`config.mk`:
```
export PLATFORM = sky130hd
export DESIGN_NAME = fetch_unit
export DESIGN_NICKNAME = d
export VERILOG_FILES = /design/src/rtl/fetch_unit.sv
export SDC_FILE = /design/constraint.sdc
export NUM_CORES = 1
export LEC_CHECK = 0
export ABC_AREA = 0
export BUFFER_PORTS_ARGS = -buffer_cell sky130_fd_sc_hd__buf_2
export CAP_MARGIN = 0
export CORE_MARGIN = 4
export CORE_UTILIZATION = 30
export DETAILED_ROUTE_END_ITERATION = 10
export PLACE_DENSITY_LB_ADDON = 0.05
export SETUP_SLACK_MARGIN = 0.4
export SLEW_MARGIN = 40
export SYNTH_ARGS = -nofsm -noshare
export SYNTH_HDL_FRONTEND = slang
export SYNTH_SLANG_ARGS = --single-unit
export TNS_END_PERCENT = 1
```
`constraint.sdc`:
```
create_clock -name CLK -period 7.5 [get_ports CLK]
set_clock_uncertainty 0.1 [all_clocks]
set_input_delay 1.125 -clock CLK [delete_from_list [all_inputs] [get_ports CLK]]
set_output_delay 1.125 -clock CLK [all_outputs]
set_load 0.1 [all_outputs]
```
`src/rtl/fetch_unit.sv`:
```
// fetch_unit: instruction fetch stage between the PC and decode.
// Issues single-outstanding req/gnt/rvalid transactions, pulses PC_ADV on grant,
// and buffers {instr, pc} pairs in a 2-entry prefetch FIFO. FLUSH discards
// buffered entries and any in-flight fetch.
// Optional feature: define FETCH_PERF_CNT_EN to enable the fetch stall counter.
`timescale 1ns/1ps
module fetch_unit #(
  parameter int unsigned FIFO_DEPTH = 2
) (
  input  logic        CLK,
  input  logic        RES,
  input  logic [31:0] PC_IN,
  output logic        PC_ADV,
  input  logic        FLUSH,
  output logic        INSTR_REQ,
  output logic [31:0] INSTR_ADDR,
  input  logic        INSTR_GNT,
  input  logic        INSTR_RVALID,
  input  logic [31:0] INSTR_RDATA,
  output logic        IF_VALID,
  output logic [31:0] IF_INSTR,
  output logic [31:0] IF_PC,
  input  logic        ID_READY,
  output logic [31:0] FETCH_STALL_CNT
);

  localparam int unsigned XLEN  = 32;
  localparam int unsigned CNT_W = 2;
  localparam logic [XLEN-1:0] NOP_INSTR = 32'h0000_0013;

  typedef struct packed {
    logic [XLEN-1:0] instr;
    logic [XLEN-1:0] pc;
  } fifo_entry_t;

  typedef enum logic [2:0] {
    IDLE,
    REQ,
    WAIT,
    DROP_REQ,
    DROP_RSP
  } state_e;

  state_e            state_q, state_d;
  logic [XLEN-1:0]   addr_q, addr_d;
  logic              rd_ptr_q, rd_ptr_d;
  logic              wr_ptr_q, wr_ptr_d;
  logic [CNT_W-1:0]  count_q, count_d;
  fifo_entry_t       fifo_q [FIFO_DEPTH];
  fifo_entry_t       fifo_d [FIFO_DEPTH];

  logic              empty;
  logic              pop;
  logic              push;
  logic [CNT_W-1:0]  occ_after;

  // Decode-side handshake and occupancy after this cycle's push/pop
  assign empty     = (count_q == '0);
  assign IF_VALID  = !empty && !FLUSH;
  assign pop       = IF_VALID && ID_READY;
  assign occ_after = count_q + CNT_W'(1) - CNT_W'(pop);

  assign INSTR_REQ  = (state_q == REQ) || (state_q == DROP_REQ);
  assign INSTR_ADDR = addr_q;
  assign PC_ADV     = (state_q == REQ) && INSTR_GNT && !FLUSH;
  assign IF_INSTR   = empty ? NOP_INSTR : fifo_q[rd_ptr_q].instr;
  assign IF_PC      = empty ? '0 : fifo_q[rd_ptr_q].pc;

  // Fetch FSM: next state, request address capture and push decision
  always_comb begin
    state_d = state_q;
    addr_d  = addr_q;
    push    = 1'b0;
    case (state_q)
      IDLE: begin
        if (!FLUSH && (count_q < CNT_W'(FIFO_DEPTH))) begin
          state_d = REQ;
          addr_d  = PC_IN;
        end
      end
      REQ: begin
        if (INSTR_GNT) begin
          state_d = FLUSH ? DROP_RSP : WAIT;
        end else if (FLUSH) begin
          state_d = DROP_REQ;
        end
      end
      WAIT: begin
        if (INSTR_RVALID) begin
          push = !FLUSH;
          if (!FLUSH && (occ_after < CNT_W'(FIFO_DEPTH))) begin
            state_d = REQ;
            addr_d  = PC_IN;
          end else begin
            state_d = IDLE;
          end
        end else if (FLUSH) begin
          state_d = DROP_RSP;
        end
      end
      DROP_REQ: begin
        if (INSTR_GNT) begin
          state_d = DROP_RSP;
        end
      end
      DROP_RSP: begin
        if (INSTR_RVALID) begin
          state_d = IDLE;
        end
      end
      default: state_d = IDLE;
    endcase
  end

  // Prefetch FIFO pointer/count/data update; flush wins over push and pop
  always_comb begin
    rd_ptr_d = rd_ptr_q;
    wr_ptr_d = wr_ptr_q;
    count_d  = count_q;
    fifo_d   = fifo_q;
    if (FLUSH) begin
      rd_ptr_d = 1'b0;
      wr_ptr_d = 1'b0;
      count_d  = '0;
    end else begin
      if (push) begin
        fifo_d[wr_ptr_q] = '{instr: INSTR_RDATA, pc: addr_q};
        wr_ptr_d         = !wr_ptr_q;
      end
      if (pop) begin
        rd_ptr_d = !rd_ptr_q;
      end
      count_d = count_q + CNT_W'(push) - CNT_W'(pop);
    end
  end

  // State, address and FIFO registers
  always_ff @(posedge CLK or posedge RES) begin
    if (RES) begin
      state_q  <= IDLE;
      addr_q   <= '0;
      rd_ptr_q <= 1'b0;
      wr_ptr_q <= 1'b0;
      count_q  <= '0;
      fifo_q   <= '{default: '0};
    end else begin
      state_q  <= state_d;
      addr_q   <= addr_d;
      rd_ptr_q <= rd_ptr_d;
      wr_ptr_q <= wr_ptr_d;
      count_q  <= count_d;
      fifo_q   <= fifo_d;
    end
  end

`ifdef FETCH_PERF_CNT_EN
  logic [XLEN-1:0] stall_cnt_q, stall_cnt_d;
  logic            stall_ev;

  // Stall events: request not granted, or response still outstanding
  always_comb begin
    stall_ev    = (INSTR_REQ && !INSTR_GNT) ||
                  (((state_q == WAIT) || (state_q == DROP_RSP)) && !INSTR_RVALID);
    stall_cnt_d = stall_cnt_q;
    if (stall_ev) begin
      stall_cnt_d = stall_cnt_q + XLEN'(1);
    end
  end

  // Free-running stall counter, cleared only by reset
  always_ff @(posedge CLK or posedge RES) begin
    if (RES) begin
      stall_cnt_q <= '0;
    end else begin
      stall_cnt_q <= stall_cnt_d;
    end
  end

  assign FETCH_STALL_CNT = stall_cnt_q;
`else
  assign FETCH_STALL_CNT = '0;
`endif

endmodule

```
==> flow_summary.yaml <==
run_status:
  outcome: "completed"
worst_setup_path:
  arrival_time_at_the_worst_endpoint_ns: 2.87
  critical-path-top-delay-family: "buffers and inverters"
  critical_path.max_stage_delay_ns: 0.86
  critical_path_depth: 4
  cp.required_ns: 6.27
  kind_of_critical_path: "reg2out"
  cp_cell_sequence: "buf_4 > mux2i_1 > nor2_1 > buf_2"
  critPathBufInv: 2
  critPathLaunchType: "register"
  cp_slowest_cell: "sky130_fd_sc_hd__dfrtp_4"
  reg2reg_depth: 4
  crit_path_max_fanout: 33
  crit_end_element: "primary output"
sta:
  slew-limit-headroom: 0.465
  period_share: 0.546
  worst-slew-pin-transition_ns: 0.802
  final_setup_violation_count: 0
  report.final.hold_viol_count: 0
  peak_clock_frequency_supported_by_timing_ghz: 0.244
  fin_tns_setup_ns: 0
  fin_hold_ws_ns: 0.405
  slew_viols_final: 0
  grt_setup_unrepaired: "false"
  period_minus_slack_ns: 4.09
clock_network:
  ctsHoldBuffers: 0
  cts_resized: 0
  cts_root_buf: "sky130_fd_sc_hd__clkbuf_16"
  cts_buffers: 17
  cts_setup_buffers: 0
  worst_skew_late_latency_ns: 0.42
  cts.htree.levels: 4
  cts_tree: "done"
  cts.sink_count: 167
  cts_buffer_depth: 2
  clkSlewWorstSetupHoldPaths_ns: 0.07
floorplan:
  dieWidth_um: 171
  die-height_um: 171
  row_count: 59
  die_area_mm2: 0.0293
  boundaryPins: 201
  initial_utilization: 0.305
  floorplan.core_area_mm2: 0.0261
grt:
  grt_start_max_net_pins: 101
  antenna_found_initial: 1
  grt_first_pass_wirelength_um: 29800
  grt_use_total: 0.129
  grt_overflow: 0
  first_global_vias: 5305
yosys:
  ys_ff_latch: 167
  synth_most_common_cell: "sky130_fd_sc_hd__dfrtp_1"
  synth-edff-count: 0
  netlist_area_mm2: 0.00798
  dominantRegCellSynth: "sky130_fd_sc_hd__dfrtp_1"
  netlist_top_cells_count: "sky130_fd_sc_hd__dfrtp_1 (167), sky130_fd_sc_hd__mux2_2 (100), sky130_fd_sc_hd__nor2_1 (69)"
  synth.avg_cell_area_um2: 13.9
  postSynth.asyncResetShare: 1.00
  netlist_instances: 575
  netlist_top_cells_area: "sky130_fd_sc_hd__dfrtp_1 (52%), sky130_fd_sc_hd__mux2_2 (14%), sky130_fd_sc_hd__mux2_4 (11%)"
  ys_warn_count: 0
  post_synth_num_cell_types: 38
  synth.largest_area_cell: "sky130_fd_sc_hd__dfrtp_1"
  synth_largest_type_area_fraction: 0.524
  synth_seq_area_share: 0.524
job:
  drv_cap: 0
power_and_ir_drop:
  power_density_mw_per_mm2: 447
  irDropWorstVdd_v: 0.000402
  cellLeakagePower_uw: 0.00464
drt:
  detail_route.first_pass.iterations: 4
  vias_per_cell: 4.54
  drt.antenna.violating_nets: 0
  drcViolationCount: 0
  vias: 4906
  wirelength_um: 18600
  drt_iter0_markers: 181
  wire_per_inst_um: 17.2
placement:
  place_hpwl_um: 12200
  portBuffers: 168
  gp_congestion: 0.731
hold_path:
  worstHoldPathType: "reg2reg"
  min_delay_path_depth: 1
layout:
  antennaDiodeCount: 0
  nets: 806
  synthToLayoutAreaGrowth_pct: 20.1
  final_layout_size_suffix_gt1_frac: 0.500
## per-stage QoR
stage,total power [uW],cell area (um2),std cells,util,setup slack [ns]
2_1_floorplan,3040,8100,606,-,1.76
3_3_place_gp,3310,8920,1049,0.341,3.61
3_5_place_dp,3350,8940,1050,0.342,3.56
4_1_cts,4340,9580,1081,0.367,3.38
5_1_grt,4490,9580,1081,0.367,3.28
6_report,4280,9580,1081,0.367,3.41
## where the power goes
part | switching, uW | internal, uW | total [uW]
combinational | 1290 | 560 | 1850
sequential | 244 | 1220 | 1460
clock | 366 | 602 | 968
total | 1900 | 2380 | 4280
## area by class of cell
| class | instances | area [um2] |
|---|---|---|
| multi-input cells | 370 | 3410 |
| fillers | 2586 | 16500 |
| inverters | 2 | 15.0 |
| well taps | 335 | 419 |
| flip-flops and latches | 167 | 4180 |
| clock buffers | 20 | 447 |
| clock inverters | 11 | 196 |
| repair buffers | 176 | 912 |
## worst paths after layout
path	from	slack, ns	to
setup / recovery	rd_ptr_q$_DFFE_PP0P_	3.41	IF_PC[1]
hold / removal	fifo_q[34]$_DFFE_PP0P_	0.41	fifo_q[34]$_DFFE_PP0P_
setup reg to reg	state_q[0]$_DFFE_PP0P_	4.37	fifo_q[125]$_DFFE_PP0P_
hold reg to reg	fifo_q[34]$_DFFE_PP0P_	0.41	fifo_q[34]$_DFFE_PP0P_
max in group asynchronous	RES	5.44	INSTR_ADDR[27]$_DFFE_PP0P_
min in group asynchronous	RES	0.73	fifo_q[114]$_DFFE_PP0P_
## registers in the layout, summed over array words and instances, names as in the netlist
register / count
INSTR_ADDR: 32
state_q: 3
rd_ptr_q: 1
wr_ptr_q: 1
fifo_q: 128
count_q: 2
## per-layer routing
metal / wire (um) / GRT usage / share of wire / vias to the layer above
met5: 7 / 0 / 0.00038 / -
met4: 248 / 0.0372 / 0.013 / 2
met3: 912 / 0.0328 / 0.049 / 21
met2: 8800 / 0.207 / 0.47 / 114
met1: 8670 / 0.175 / 0.46 / 2518
li1: - / - / - / 2251
## cell families (layout without fill, tap and decap cells)
| group | Yosys count | in the layout | share of synthesized area |
|---|---|---|---|
| AO/OA/AOI/OAI | 16 | 16 | 0.0152 |
| XOR/XNOR | 4 | 4 | 0.00439 |
| adder cells (fa/ha/maj) | 2 | 2 | 0.00314 |
| buffers and inverters | 69 | 209 | 0.0644 |
| flip-flops | 167 | 167 | 0.524 |
| multiplexers | 225 | 225 | 0.336 |
| other | 1 | 32 | 0.000470 |
| AND/OR/NAND/NOR | 91 | 91 | 0.0530 |
## placed cells by master (no fill, tap or decap), types with 3 or more instances in the layout
cell type                     n
sky130_fd_sc_hd__buf_2      168
sky130_fd_sc_hd__nor3_1       3
sky130_fd_sc_hd__dfrtp_1    166
sky130_fd_sc_hd__o21ai_0      7
sky130_fd_sc_hd__nor2b_1      3
sky130_fd_sc_hd__mux2_2     100
sky130_fd_sc_hd__bufinv_16    5
sky130_fd_sc_hd__buf_4        6
sky130_fd_sc_hd__nand2b_1     3
sky130_fd_sc_hd__nor2_1      68
sky130_fd_sc_hd__mux2_4      60
sky130_fd_sc_hd__mux2i_1     64
sky130_fd_sc_hd__clkbuf_16   17
sky130_fd_sc_hd__conb_1      32
sky130_fd_sc_hd__nand3b_1     3
(Power assumes the default switching activity.)
